$ cat config.mk
export PLATFORM = sky130hd
export DESIGN_NAME = ex_div_unit_flat
export DESIGN_NICKNAME = d
export VERILOG_FILES = /design/src/rtl/ex_div_if.sv /design/src/rtl/ex_div_unit.sv /design/src/flat_wrapper.sv
export SDC_FILE = /design/constraint.sdc
export NUM_CORES = 1
export LEC_CHECK = 0
export ABC_AREA = 1
export BUFFER_PORTS_ARGS = -buffer_cell sky130_fd_sc_hd__buf_2
export CORE_UTILIZATION = 50
export CTS_CLUSTER_DIAMETER = 100
export CTS_CLUSTER_SIZE = 25
export DETAILED_ROUTE_END_ITERATION = 7
export PLACE_DENSITY = 0.74
export SLEW_MARGIN = 10
export SYNTH_ARGS = -nofsm -noshare
export SYNTH_HDL_FRONTEND = slang
export SYNTH_SLANG_ARGS = --single-unit
$ cat constraint.sdc
create_clock -name clk -period 5.8 [get_ports clk]
set_input_delay 1.45 -clock clk [delete_from_list [all_inputs] [get_ports clk]]
set_output_delay 1.45 -clock clk [all_outputs]
set_load 0.05 [all_outputs]
$ cat src/rtl/ex_div_if.sv
// Handshake and data bundle between the EX stage and the iterative divider.
interface ex_div_if #(
    parameter int DIV_W = 32
);
    logic             start_i;
    logic             signed_i;
    logic [DIV_W-1:0] dividend_i;
    logic [DIV_W-1:0] divisor_i;
    logic             flush_i;
    logic             stallreq_o;
    logic             done_o;
    logic [DIV_W-1:0] quotient_o;
    logic [DIV_W-1:0] remainder_o;

    // Pipeline side: issues requests, observes stall and results.
    modport master (
        output start_i, signed_i, dividend_i, divisor_i, flush_i,
        input  stallreq_o, done_o, quotient_o, remainder_o
    );

    // Divider side.
    modport slave (
        input  start_i, signed_i, dividend_i, divisor_i, flush_i,
        output stallreq_o, done_o, quotient_o, remainder_o
    );
endinterface

$ cat src/rtl/ex_div_unit.sv
// Iterative restoring divider for the EX stage: one quotient bit per cycle,
// signed operation by magnitude division followed by sign fix-up.
module ex_div_unit #(
    parameter int DIV_W = 32
) (
    input  logic      clk,
    input  logic      rst,
    ex_div_if.slave   bus
);
    localparam int CNT_W = (DIV_W > 1) ? $clog2(DIV_W) : 1;

    localparam logic [1:0] S_IDLE = 2'd0;
    localparam logic [1:0] S_CALC = 2'd1;
    localparam logic [1:0] S_FIX  = 2'd2;
    localparam logic [1:0] S_DONE = 2'd3;

    localparam logic [CNT_W-1:0] CNT_LAST = CNT_W'(DIV_W - 1);
    localparam logic [CNT_W-1:0] CNT_ONE  = CNT_W'(1);

    // Two's-complement negation.
    function automatic logic [DIV_W-1:0] neg2(input logic [DIV_W-1:0] x);
        return {DIV_W{1'b0}} - x;
    endfunction

    // Magnitude of x when treated as signed; raw value otherwise.
    function automatic logic [DIV_W-1:0] mag(input logic [DIV_W-1:0] x, input logic is_signed);
        if (is_signed && x[DIV_W-1]) begin
            return neg2(x);
        end else begin
            return x;
        end
    endfunction

    logic [1:0]       state_q, state_d;
    logic [CNT_W-1:0] cnt_q, cnt_d;
    logic [DIV_W-1:0] quo_q, quo_d;        // dividend shifting out, quotient shifting in
    logic [DIV_W-1:0] rem_q, rem_d;        // partial remainder
    logic [DIV_W-1:0] dvs_q, dvs_d;        // divisor magnitude
    logic             qneg_q, qneg_d;
    logic             rneg_q, rneg_d;
    logic [DIV_W-1:0] quo_out_q, quo_out_d;
    logic [DIV_W-1:0] rem_out_q, rem_out_d;

    logic [DIV_W:0]   partial_s;
    logic [DIV_W:0]   diff_s;

    // Shift-subtract datapath for the current iteration.
    always_comb begin
        partial_s = {rem_q, quo_q[DIV_W-1]};
        diff_s    = partial_s - {1'b0, dvs_q};
    end

    // Next-state, operand latching and result fix-up.
    always_comb begin
        state_d   = state_q;
        cnt_d     = cnt_q;
        quo_d     = quo_q;
        rem_d     = rem_q;
        dvs_d     = dvs_q;
        qneg_d    = qneg_q;
        rneg_d    = rneg_q;
        quo_out_d = quo_out_q;
        rem_out_d = rem_out_q;
        case (state_q)
            S_IDLE: begin
                if (bus.flush_i) begin
                    state_d = S_IDLE;
                end else if (bus.start_i) begin
                    if (bus.divisor_i == {DIV_W{1'b0}}) begin
                        quo_out_d = {DIV_W{1'b1}};
                        rem_out_d = bus.dividend_i;
                        state_d   = S_DONE;
                    end else begin
                        quo_d   = mag(bus.dividend_i, bus.signed_i);
                        dvs_d   = mag(bus.divisor_i, bus.signed_i);
                        rem_d   = {DIV_W{1'b0}};
                        qneg_d  = bus.signed_i & (bus.dividend_i[DIV_W-1] ^ bus.divisor_i[DIV_W-1]);
                        rneg_d  = bus.signed_i & bus.dividend_i[DIV_W-1];
                        cnt_d   = {CNT_W{1'b0}};
                        state_d = S_CALC;
                    end
                end else begin
                    state_d = S_IDLE;
                end
            end
            S_CALC: begin
                if (bus.flush_i) begin
                    state_d = S_IDLE;
                end else begin
                    // Partial remainder never exceeds the divisor, so DIV_W bits hold it.
                    if (!diff_s[DIV_W]) begin
                        rem_d = diff_s[DIV_W-1:0];
                        quo_d = {quo_q[DIV_W-2:0], 1'b1};
                    end else begin
                        rem_d = partial_s[DIV_W-1:0];
                        quo_d = {quo_q[DIV_W-2:0], 1'b0};
                    end
                    cnt_d = cnt_q + CNT_ONE;
                    if (cnt_q == CNT_LAST) begin
                        state_d = S_FIX;
                    end else begin
                        state_d = S_CALC;
                    end
                end
            end
            S_FIX: begin
                if (bus.flush_i) begin
                    state_d = S_IDLE;
                end else begin
                    quo_out_d = qneg_q ? neg2(quo_q) : quo_q;
                    rem_out_d = rneg_q ? neg2(rem_q) : rem_q;
                    state_d   = S_DONE;
                end
            end
            S_DONE: begin
                state_d = S_IDLE;
            end
            default: begin
                state_d = S_IDLE;
            end
        endcase
    end

    // State and datapath registers with asynchronous clear.
    always_ff @(posedge clk or negedge rst) begin
        if (!rst) begin
            state_q   <= S_IDLE;
            cnt_q     <= {CNT_W{1'b0}};
            quo_q     <= {DIV_W{1'b0}};
            rem_q     <= {DIV_W{1'b0}};
            dvs_q     <= {DIV_W{1'b0}};
            qneg_q    <= 1'b0;
            rneg_q    <= 1'b0;
            quo_out_q <= {DIV_W{1'b0}};
            rem_out_q <= {DIV_W{1'b0}};
        end else begin
            state_q   <= state_d;
            cnt_q     <= cnt_d;
            quo_q     <= quo_d;
            rem_q     <= rem_d;
            dvs_q     <= dvs_d;
            qneg_q    <= qneg_d;
            rneg_q    <= rneg_d;
            quo_out_q <= quo_out_d;
            rem_out_q <= rem_out_d;
        end
    end

    // Stall releases during DONE so the EX stage advances on the edge that ends it.
    assign bus.stallreq_o  = bus.start_i & (state_q != S_DONE);
    assign bus.done_o      = (state_q == S_DONE);
    assign bus.quotient_o  = quo_out_q;
    assign bus.remainder_o = rem_out_q;
endmodule

$ cat src/flat_wrapper.sv
// flat-port wrapper written by rule: the top's interface ports become plain ports
module ex_div_unit_flat 
#(
    parameter int DIV_W = 32
)
  (clk, rst, bus_start_i, bus_signed_i, bus_dividend_i, bus_divisor_i, bus_flush_i, bus_stallreq_o, bus_done_o, bus_quotient_o, bus_remainder_o);
  ex_div_if #(.DIV_W(DIV_W)) bus_i ();
  input  logic clk;
  input  logic rst;
  input wire logic [$bits(bus_i.start_i)-1:0] bus_start_i;
  input wire logic [$bits(bus_i.signed_i)-1:0] bus_signed_i;
  input wire logic [$bits(bus_i.dividend_i)-1:0] bus_dividend_i;
  input wire logic [$bits(bus_i.divisor_i)-1:0] bus_divisor_i;
  input wire logic [$bits(bus_i.flush_i)-1:0] bus_flush_i;
  output wire logic [$bits(bus_i.stallreq_o)-1:0] bus_stallreq_o;
  output wire logic [$bits(bus_i.done_o)-1:0] bus_done_o;
  output wire logic [$bits(bus_i.quotient_o)-1:0] bus_quotient_o;
  output wire logic [$bits(bus_i.remainder_o)-1:0] bus_remainder_o;
  assign bus_i.start_i = bus_start_i;
  assign bus_i.signed_i = bus_signed_i;
  assign bus_i.dividend_i = bus_dividend_i;
  assign bus_i.divisor_i = bus_divisor_i;
  assign bus_i.flush_i = bus_flush_i;
  assign bus_stallreq_o = bus_i.stallreq_o;
  assign bus_done_o = bus_i.done_o;
  assign bus_quotient_o = bus_i.quotient_o;
  assign bus_remainder_o = bus_i.remainder_o;
  ex_div_unit #(.DIV_W(DIV_W)) u_core (.clk(clk), .rst(rst), .bus(bus_i));
endmodule
==> reports/results.ini, run 1 <==
[cells_and_area]
design_area_mm2 = 0.0152
n_antenna_cell = 0
area_delta_synth_final_pct = 10.2
nets = 2443
drive_gt1_share_pct = 10.2
final_common_cell = nand2_1
fillCellCount = 2735
final_cell_mix = 765 x nand2_1, 318 x inv_1, 242 x nand3_1

[grt]
grt-ovfl-total = 0
antenna_found_initial = 0
grt_usage_pct = 31.6
grt_pass1_wl_um = 70400
grt_max_degree = 83
grt_pass1_vias = 13387

[sta]
fin_setup_tns_ns = 0
clock_skew_ns = 0.0226
hold_viol = 0
slew_headroom_pct = 31.5
rsz0062_at_grt = no
drv_slew = 0
tightest_slew_ns = 1.02
period_share_pct = 64.1
fmax_mhz = 269
report.final.setup_viol = 0
period_minus_slack_ns = 3.72

[detailed_routing]
drt_iter0_drc = 1392
drtPass1Iterations = 6
ant_nets = 0
post-route-drc-count = 0
vias = 14706
wl_per_cell_um = 16.3
via_per_inst = 5.47
wirelength_um = 43900

[synthesis]
synth_compound_area_share_pct = 10.8
synth_area_mm2 = 0.0138
synth_edf_count = 0
muxShareOfSynthArea_pct = 0
synth_fa_ha_area_share_pct = 3.58
async_flop_share_pct = 100
synthFlopType = dfrtp_1
yosys_register_bits = 169
syn_inst = 2238
yosysSeqAreaShare_pct = 30.6
synth-xor-area-share_pct = 3.10
synth.yosys.warnings = 0
syn-num-nets = 2346
synth_cell_type_count = 47
yosys.area_share.simple_pct = 40.3
avgSynthCellArea_um2 = 6.18
synth_top_family_by_area = simple AND/OR/NAND/NOR gates

[critical_path]
worstPathArrival_ns = 4.09
critical_path_required_ns = 6.17
critical_path.endpoint_type = flop
r2r_end = u_core.quo_q[0]$_DFFE_PN0P_
r2r_setup_slack_ns = 2.08
crit_type = reg2reg
worstReg2RegStart = u_core.quo_q[31]$_DFFE_PN0P_
worstSetupStartpointType = flop
worstRegToRegCells = 16
crit_path_max_fanout = 30

[clock_tree]
postCtsSetupBuffers = 0
cts-root-buf = clkbuf_16
insertion_delay_ns = 0.45
clock_sink_count = 169
cts_buffer_depth = 2
cts_buffers = 17
clk_pin_slew_ns = 0.07
ctsHoldBuffers = 0
cts.htree.levels = 4
cts_tree = built
cts_resized = 0

[placed_design]
hpwlAfterDp_um = 34100
dpl_cell_area_mm2 = 0.0147
port_buffers = 134
gp_congestion = 0.941

[run_status]
status = finished clean

[min_path]
hold_class = reg2reg
holdPathStages = 2
worstHoldEndpoint = u_core.bus.remainder_o[1]$_DFFE_PN0P_
hp-start = u_core.bus.remainder_o[1]$_DFFE_PN0P_

[floorplan]
core_area_mm2 = 0.0270
rows = 60
ios = 135
die-width_um = 168
die-area_mm2 = 0.0284
die_h_um = 168
start_util_pct = 51.2

[flow_run]
max_cap_viol_count = 0

[power_and_ir_drop]
leakage_uw = 0.00825
power_density_mw_per_mm2 = 263
irDropWorstVdd_mv = 0.198

[kinds of logic after synthesis]
kind of cell,count (synthesis)
AO/OA/AOI/OAI,272
adder cells (fa/ha/maj),39
XOR/XNOR,49
flip-flops,169
buffers and inverters,398
AND/OR/NAND/NOR,1311
[synthesized netlist by cell type, types with 9 or more instances]
cell | number | area (um^2)
nand3_1 | 242 | 1210
xnor2_1 | 19 | 166
o22ai_1 | 11 | 68.8
o21ai_1 | 32 | 160
dfrtp_1 | 169 | 4230
ha_1 | 38 | 475
xor2_1 | 30 | 263
nand3_2 | 13 | 130
nand2_1 | 765 | 2870
nand2_2 | 10 | 62.6
clkbuf_1 | 23 | 86.3
buf_2 | 27 | 135
buf_6 | 9 | 101
nand4_1 | 33 | 206
nor2_1 | 183 | 687
nor3_1 | 30 | 150
nor2_2 | 9 | 56.3
a21oi_1 | 72 | 360
o21ai_0 | 116 | 581
inv_1 | 318 | 1190
[worst max-delay path, stage by stage (launching register included)]
cell,delay (ns)
dfrtp_1,0.37
inv_1,0.11
ha_1,0.27
fa_1,0.43
inv_1,0.09
nand2_1,0.05
nand2_1,0.07
nand3_1,0.08
nand2_2,0.12
nand2_2,0.06
nand2_2,0.08
nand2_2,0.08
nand2_2,0.08
nand2_2,0.39
nand2_1,0.95
nand2_1,0.24
a21oi_1,0.19
[area by class of cell]
class                      count  area, um^2  area share [%]
sequential                   169        4230            27.7
tap                          341         427            2.80
multi-input combinational   1671        8010            52.5
clock buffer                  19         433            2.84
clock inverter                13         126           0.829
timing repair buffer         150         797            5.23
inverter                     326        1220            8.03
[sequential cells by signal, summed over array words and instances, names as in the netlist]
signal                  count
u_core.bus.quotient_o      32
u_core.bus.remainder_o     32
u_core.dvs_q               32
u_core.quo_q               32
u_core.rem_q               32
u_core.cnt_q                5
u_core.state_q              2
u_core.qneg_q               1
u_core.rneg_q               1
[metal layers]
layer / vias to the layer above / part of all wire [%] / GRT usage, %
li1: 7316 / - / -
met1: 6783 / 47 / 45.1
met2: 529 / 43 / 48.5
met3: 78 / 7.0 / 5.27
met4: 0 / 2.7 / 10.4
met5: - / 0 / 0
[how the worst max path moves through the flow]
stage | startpoint | depth (start not counted) | slack, ns | end
after floorplan | bus_start_i | 2 | 2.21 | bus_stallreq_o
after global placement | bus_divisor_i[0] | 13 | 2.21 | u_core.quo_q[19]$_DFFE_PN0P_
after detailed placement | bus_divisor_i[0] | 13 | 2.14 | u_core.quo_q[26]$_DFFE_PN0P_
after CTS | u_core.quo_q[31]$_DFFE_PN0P_ | 16 | 2.18 | u_core.quo_q[0]$_DFFE_PN0P_
after global routing | u_core.quo_q[31]$_DFFE_PN0P_ | 16 | 1.79 | u_core.quo_q[0]$_DFFE_PN0P_
final | u_core.quo_q[31]$_DFFE_PN0P_ | 16 | 2.08 | u_core.quo_q[0]$_DFFE_PN0P_
[through the flow]
step | utilization [%] | cells | total power, uW | setup WS [ns] | hold slack, ns
after floorplan | - | 2238 | 2450 | 2.21 | 0.449
after global placement | 54.3 | 2657 | 2850 | 2.21 | 0.456
after detailed placement | 54.3 | 2657 | 2870 | 2.14 | 0.464
after CTS | 56.4 | 2689 | 3990 | 2.18 | 0.480
after global routing | 56.4 | 2689 | 4220 | 1.79 | 0.493
final | 56.4 | 2689 | 4010 | 2.08 | 0.479
[report_power, final]
part / switching (uW) / internal (uW) / leakage, uW
Sequential: 124 / 1340 / 0.00206
Combinational: 1030 / 379 / 0.00592
Clock: 563 / 570 / 0.000268
(Power assumes the default switching activity.)
==> run 2, diff against run 1 <==
--- a/config.mk
+++ b/config.mk
@@ -11,7 +11,7 @@
 export CTS_CLUSTER_DIAMETER = 100
 export CTS_CLUSTER_SIZE = 25
 export DETAILED_ROUTE_END_ITERATION = 7
-export PLACE_DENSITY = 0.74
+export PLACE_DENSITY = 0.77
 export SLEW_MARGIN = 10
 export SYNTH_ARGS = -nofsm -noshare
 export SYNTH_HDL_FRONTEND = slang
==> constraint.sdc (replaced) <==
create_clock -name clk -period 3 [get_ports clk]
set_input_delay 0.75 -clock clk [delete_from_list [all_inputs] [get_ports clk]]
set_output_delay 0.75 -clock clk [all_outputs]
set_load 0.05 [all_outputs]
==> reports/results.ini, run 2 (synthesis gave the netlist of run 1 again) <==
[critical_path]
crit_type = reg2reg
r2r_setup_slack_ns = 0.28
crit_path_max_fanout = 30
crit_buf_inv = 3
worstPathArrival_ns = 3.05
max_stage_delay_ns = 0.40
critPathSlowestCell = dfrtp_1
critical_path.endpoint_type = flop
path_cells = inv_1, ha_1, fa_1, inv_1, nand2_1, nand2_1, nand3_1, nand2_2, nand2_2, nand2_2, nand2_2, nand3_2, nand2_1, buf_12, nand2_1, a21oi_1
worstSetupStartpointType = flop
r2r_end = u_core.quo_q[0]$_DFFE_PN0P_
crit_family = simple AND/OR/NAND/NOR gates
critical_path_required_ns = 3.32
worstReg2RegStart = u_core.quo_q[31]$_DFFE_PN0P_
cp.depth = 16
worstRegToRegCells = 16

[clock_tree]
clk_pin_slew_ns = 0.08
postCtsSetupBuffers = 0
cts-root-buf = clkbuf_16
ctsHoldBuffers = 0
insertion_delay_ns = 0.44
cts_buffer_depth = 2
cts.htree.levels = 4
cts_buffers = 17
cts_resized = 0
cts_tree = built
clock_sink_count = 169

[grt]
grt-ovfl-total = 0
antenna_found_initial = 0
grt_pass1_vias = 13285
grt_max_degree = 61
grt_pass1_wl_um = 70800
grt_usage_pct = 31.5

[sta]
period_share_pct = 90.8
fin_setup_tns_ns = 0
rsz0062_at_grt = no
final.setup.worst_slack_ns = 0.275
drv_slew = 0
clock_skew_ns = 0.0150
fmax_mhz = 367
slew_headroom_pct = 50.3
hold_viol = 0
tightest_slew_ns = 0.744
period_minus_slack_ns = 2.72
report.final.setup_viol = 0

[power_and_ir_drop]
irDropWorstVdd_mv = 0.333
leakage_uw = 0.00834
power_density_mw_per_mm2 = 512

[floorplan]
rows = 60
die-area_mm2 = 0.0284
die-width_um = 168
start_util_pct = 51.2
ios = 135
core_area_mm2 = 0.0270
die_h_um = 168

[placed_design]
dp.cells = 2669
dp_slack_ns = 0.198
port_buffers = 134
gp_congestion = 0.988
hpwlAfterDp_um = 34100

[detailed_routing]
wl_per_cell_um = 16.3
ant_nets = 0
via_per_inst = 5.49
drt_iter0_drc = 1650
vias = 14824
post-route-drc-count = 0
wirelength_um = 44000
drtPass1Iterations = 5

[cells_and_area]
n_antenna_cell = 0
area_delta_synth_final_pct = 11.4
final_cell_mix = 765 x nand2_1, 318 x inv_1, 242 x nand3_1
drive_gt1_share_pct = 10.6
final_common_cell = nand2_1
instances_no_fill = 2700
nets = 2455

[run_status]
status = finished clean

[flow_run]
max_cap_viol_count = 0

[min_path]
hold_class = in2async

==> run 2: cell types whose count changed in the layout (fill, tap and decap cells not counted) <==
cell / change
buf_12: +5
buf_4: +7
bufinv_16: +2
clkbuf_1: -1
clkinv_4: -1
clkinv_8: -1
clkinvlp_4: +2
inv_6: -1
inv_8: -1
==> run 2: final cells by class <==
class / count / area (um^2)
clock inverters: 13 / 156
fillers: 2724 / 11600
clock buffers: 18 / 429
multi-input cells: 1671 / 8010
well taps: 341 / 427
flip-flops and latches: 169 / 4230
repair buffers: 162 / 950
inverters: 326 / 1220
==> run 2: how the worst max path moves through the flow <==
stage / from / endpoint
2_1_floorplan: bus_divisor_i[0] / u_core.bus.remainder_o[10]$_DFFE_PN0P_
4_1_cts: u_core.quo_q[31]$_DFFE_PN0P_ / u_core.rem_q[0]$_DFFE_PN0P_
3_3_place_gp: bus_dividend_i[0] / u_core.quo_q[24]$_DFFE_PN0P_
6_report: u_core.quo_q[31]$_DFFE_PN0P_ / u_core.quo_q[0]$_DFFE_PN0P_
5_1_grt: u_core.rem_q[22]$_DFFE_PN0P_ / u_core.quo_q[0]$_DFFE_PN0P_
3_5_place_dp: bus_dividend_i[0] / u_core.quo_q[24]$_DFFE_PN0P_
==> run 2: metrics by stage <==
stage / utilization (%) / area, um^2 / power [uW] / hold WS (ns)
3_3_place_gp: 54.9 / 14800 / 5520 / 0.461
6_report: 57.1 / 15400 / 7900 / 0.282
5_1_grt: 57.1 / 15400 / 8310 / 0.326
3_5_place_dp: 54.9 / 14800 / 5570 / 0.462
4_1_cts: 57.1 / 15400 / 7860 / 0.314
2_1_floorplan: - / 13800 / 4740 / 0.449
==> run 2: report_power, final <==
group | switching (uW) | total (uW) | internal, uW
registers | 260 | 2850 | 2590
clock network | 1060 | 2310 | 1250
logic | 1980 | 2730 | 748
total | 3310 | 7900 | 4590
==> run 2: routing by layer <==
metal | share of wire, % | track usage [%] | vias up
li1 | - | - | 7321
met1 | 46 | 45.6 | 6853
met2 | 44 | 48.5 | 580
met3 | 7.3 | 4.80 | 70
met4 | 2.6 | 8.93 | 0
met5 | 0 | 0 | -
==> run 3, diff against run 2 <==
--- a/config.mk
+++ b/config.mk
@@ -11,6 +11,7 @@
 export CTS_CLUSTER_DIAMETER = 100
 export CTS_CLUSTER_SIZE = 25
 export DETAILED_ROUTE_END_ITERATION = 7
+export MAX_ROUTING_LAYER = met4
 export PLACE_DENSITY = 0.77
 export SLEW_MARGIN = 10
 export SYNTH_ARGS = -nofsm -noshare
==> reports/results.ini, run 3 (synthesis gave the netlist of run 1 again) <==
[run_status]
status = finished clean

[cells_and_area]
drive_gt1_share_pct = 10.6
nets = 2453
n_antenna_cell = 0
area_delta_synth_final_pct = 11.7
fin_util_pct = 57.2
final_cell_mix = 765 x nand2_1, 318 x inv_1, 242 x nand3_1
final_common_cell = nand2_1
fillCellCount = 2729

[sta]
fin_setup_tns_ns = 0
rsz0062_at_grt = no
clock_skew_ns = 0.0162
period_minus_slack_ns = 2.73
report.final.setup_viol = 0
drv_slew = 0
fmax_mhz = 366
slew_headroom_pct = 49.6
hold_viol = 0
final.setup.worst_slack_ns = 0.270
period_share_pct = 91.0
tightest_slew_ns = 0.756

[floorplan]
start_util_pct = 51.2
die-width_um = 168
rows = 60
core_area_mm2 = 0.0270
die-area_mm2 = 0.0284
ios = 135
die_h_um = 168

[critical_path]
crit_path_frequent_cell = nand2_1
critical_path_required_ns = 3.38
critical_path.endpoint_type = flop
r2r_setup_slack_ns = 0.27
max_stage_delay_ns = 0.42
path_cells = inv_1, ha_1, fa_1, inv_1, nand2_1, nand2_1, nand3_1, nand2_2, nand2_2, nand2_2, nand2_2, nand3_2, nand2_1, buf_12, nand2_1, nand3_1, nand2_1
worstSetupStartpointType = flop
worstRegToRegCells = 17
worstReg2RegStart = u_core.quo_q[31]$_DFFE_PN0P_
crit_path_max_fanout = 30
crit_type = reg2reg
critPathSlowestCell = dfrtp_1
worstPathArrival_ns = 3.11
r2r_end = u_core.rem_q[31]$_DFFE_PN0P_

[power_and_ir_drop]
switching_share_pct = 43.3
netSwitchingPower_uw = 3420
leakage_uw = 0.00835
clock_power_share_pct = 29.3
power_density_mw_per_mm2 = 511
power_frac_comb_pct = 34.7
power.internal_uw = 4480
irDropWorstVdd_mv = 0.298
pwr-share-seq_pct = 36.0

[grt]
grt_pass1_wl_um = 71000
grt_max_degree = 55
grt-ovfl-total = 0
grt_usage_pct = 32.7
antenna_found_initial = 0
grt_pass1_vias = 13645

[placed_design]
port_buffers = 134
gp_congestion = 0.970
dp_slack_ns = 0.154
hpwlAfterDp_um = 34400

[min_path]
hold_class = in2async

[clock_tree]
insertion_delay_ns = 0.45
cts_resized = 0
ctsHoldBuffers = 0
cts.htree.levels = 4
postCtsSetupBuffers = 0
cts_buffer_depth = 2
cts_buffers = 17
cts-root-buf = clkbuf_16
cts_tree = built
clk_pin_slew_ns = 0.08
clock_sink_count = 169

[detailed_routing]
ant_nets = 0
drt_iter0_drc = 1612
wl_per_cell_um = 16.4
vias = 14857
post-route-drc-count = 0
wirelength_um = 44100
via_per_inst = 5.50
drtPass1Iterations = 6

[flow_run]
max_cap_viol_count = 0

## run 3: cell count changes in the layout (fill, tap and decap cells not counted)
cell / delta
clkinv_8: +6
inv_6: -4
buf_4: -3
clkinvlp_4: -3
bufinv_16: -2
clkinv_4: +2
inv_8: +2
buf_12: +1
clkbuf_1: -1
inv_12: +1
## run 3: critical path: cells and delay by family (launching register included)
kind          cells  cell delay, ns
flops             1            0.42
buf+inv           3            0.42
fa+ha+maj         2            0.65
simple gates     12            1.17
## run 3: stage by stage
step	std cells	hold WS (ns)	power, uW	instance area, um^2
5_1_grt	2699	0.228	8330	15500
6_report	2699	0.214	7900	15500
3_5_place_dp	2667	0.463	5570	14800
2_1_floorplan	2238	0.449	4740	13800
4_1_cts	2699	0.227	7890	15500
3_3_place_gp	2667	0.460	5520	14800
## run 3: worst max path at each step
stage	startpoint	endpoint
final	u_core.quo_q[31]$_DFFE_PN0P_	u_core.rem_q[31]$_DFFE_PN0P_
after CTS	u_core.quo_q[31]$_DFFE_PN0P_	u_core.rem_q[31]$_DFFE_PN0P_
after detailed placement	bus_divisor_i[0]	u_core.quo_q[17]$_DFFE_PN0P_
after global placement	bus_dividend_i[0]	u_core.quo_q[24]$_DFFE_PN0P_
after floorplan	bus_divisor_i[0]	u_core.bus.remainder_o[10]$_DFFE_PN0P_
after global routing	u_core.rem_q[22]$_DFFE_PN0P_	u_core.rem_q[25]$_DFFE_PN0P_
## run 3: cell type report
type	instances	area (um^2)	share of cell area (%)
multi-input cells	1671	8010	51.8
flip-flops and latches	169	4230	27.4
well taps	341	427	2.76
clock buffers	17	425	2.75
clock inverters	15	193	1.25
inverters	326	1220	7.92
repair buffers	160	947	6.13
## run 3: power groups by stage
stage	Clock [uW]	Combinational (uW)	Sequential [uW]
floorplan	0	1450	3280
global placement	0	2650	2870
detailed placement	0	2700	2870
CTS	2340	2710	2840
global route	2430	3020	2880
finish	2310	2750	2840
## run 3: metal layers
metal / part of all wire [%] / GRT usage [%]
met5: 0 / -
met1: 47 / 46.4
met2: 43 / 48.3
met3: 7.4 / 4.35
met4: 2.7 / 10.3
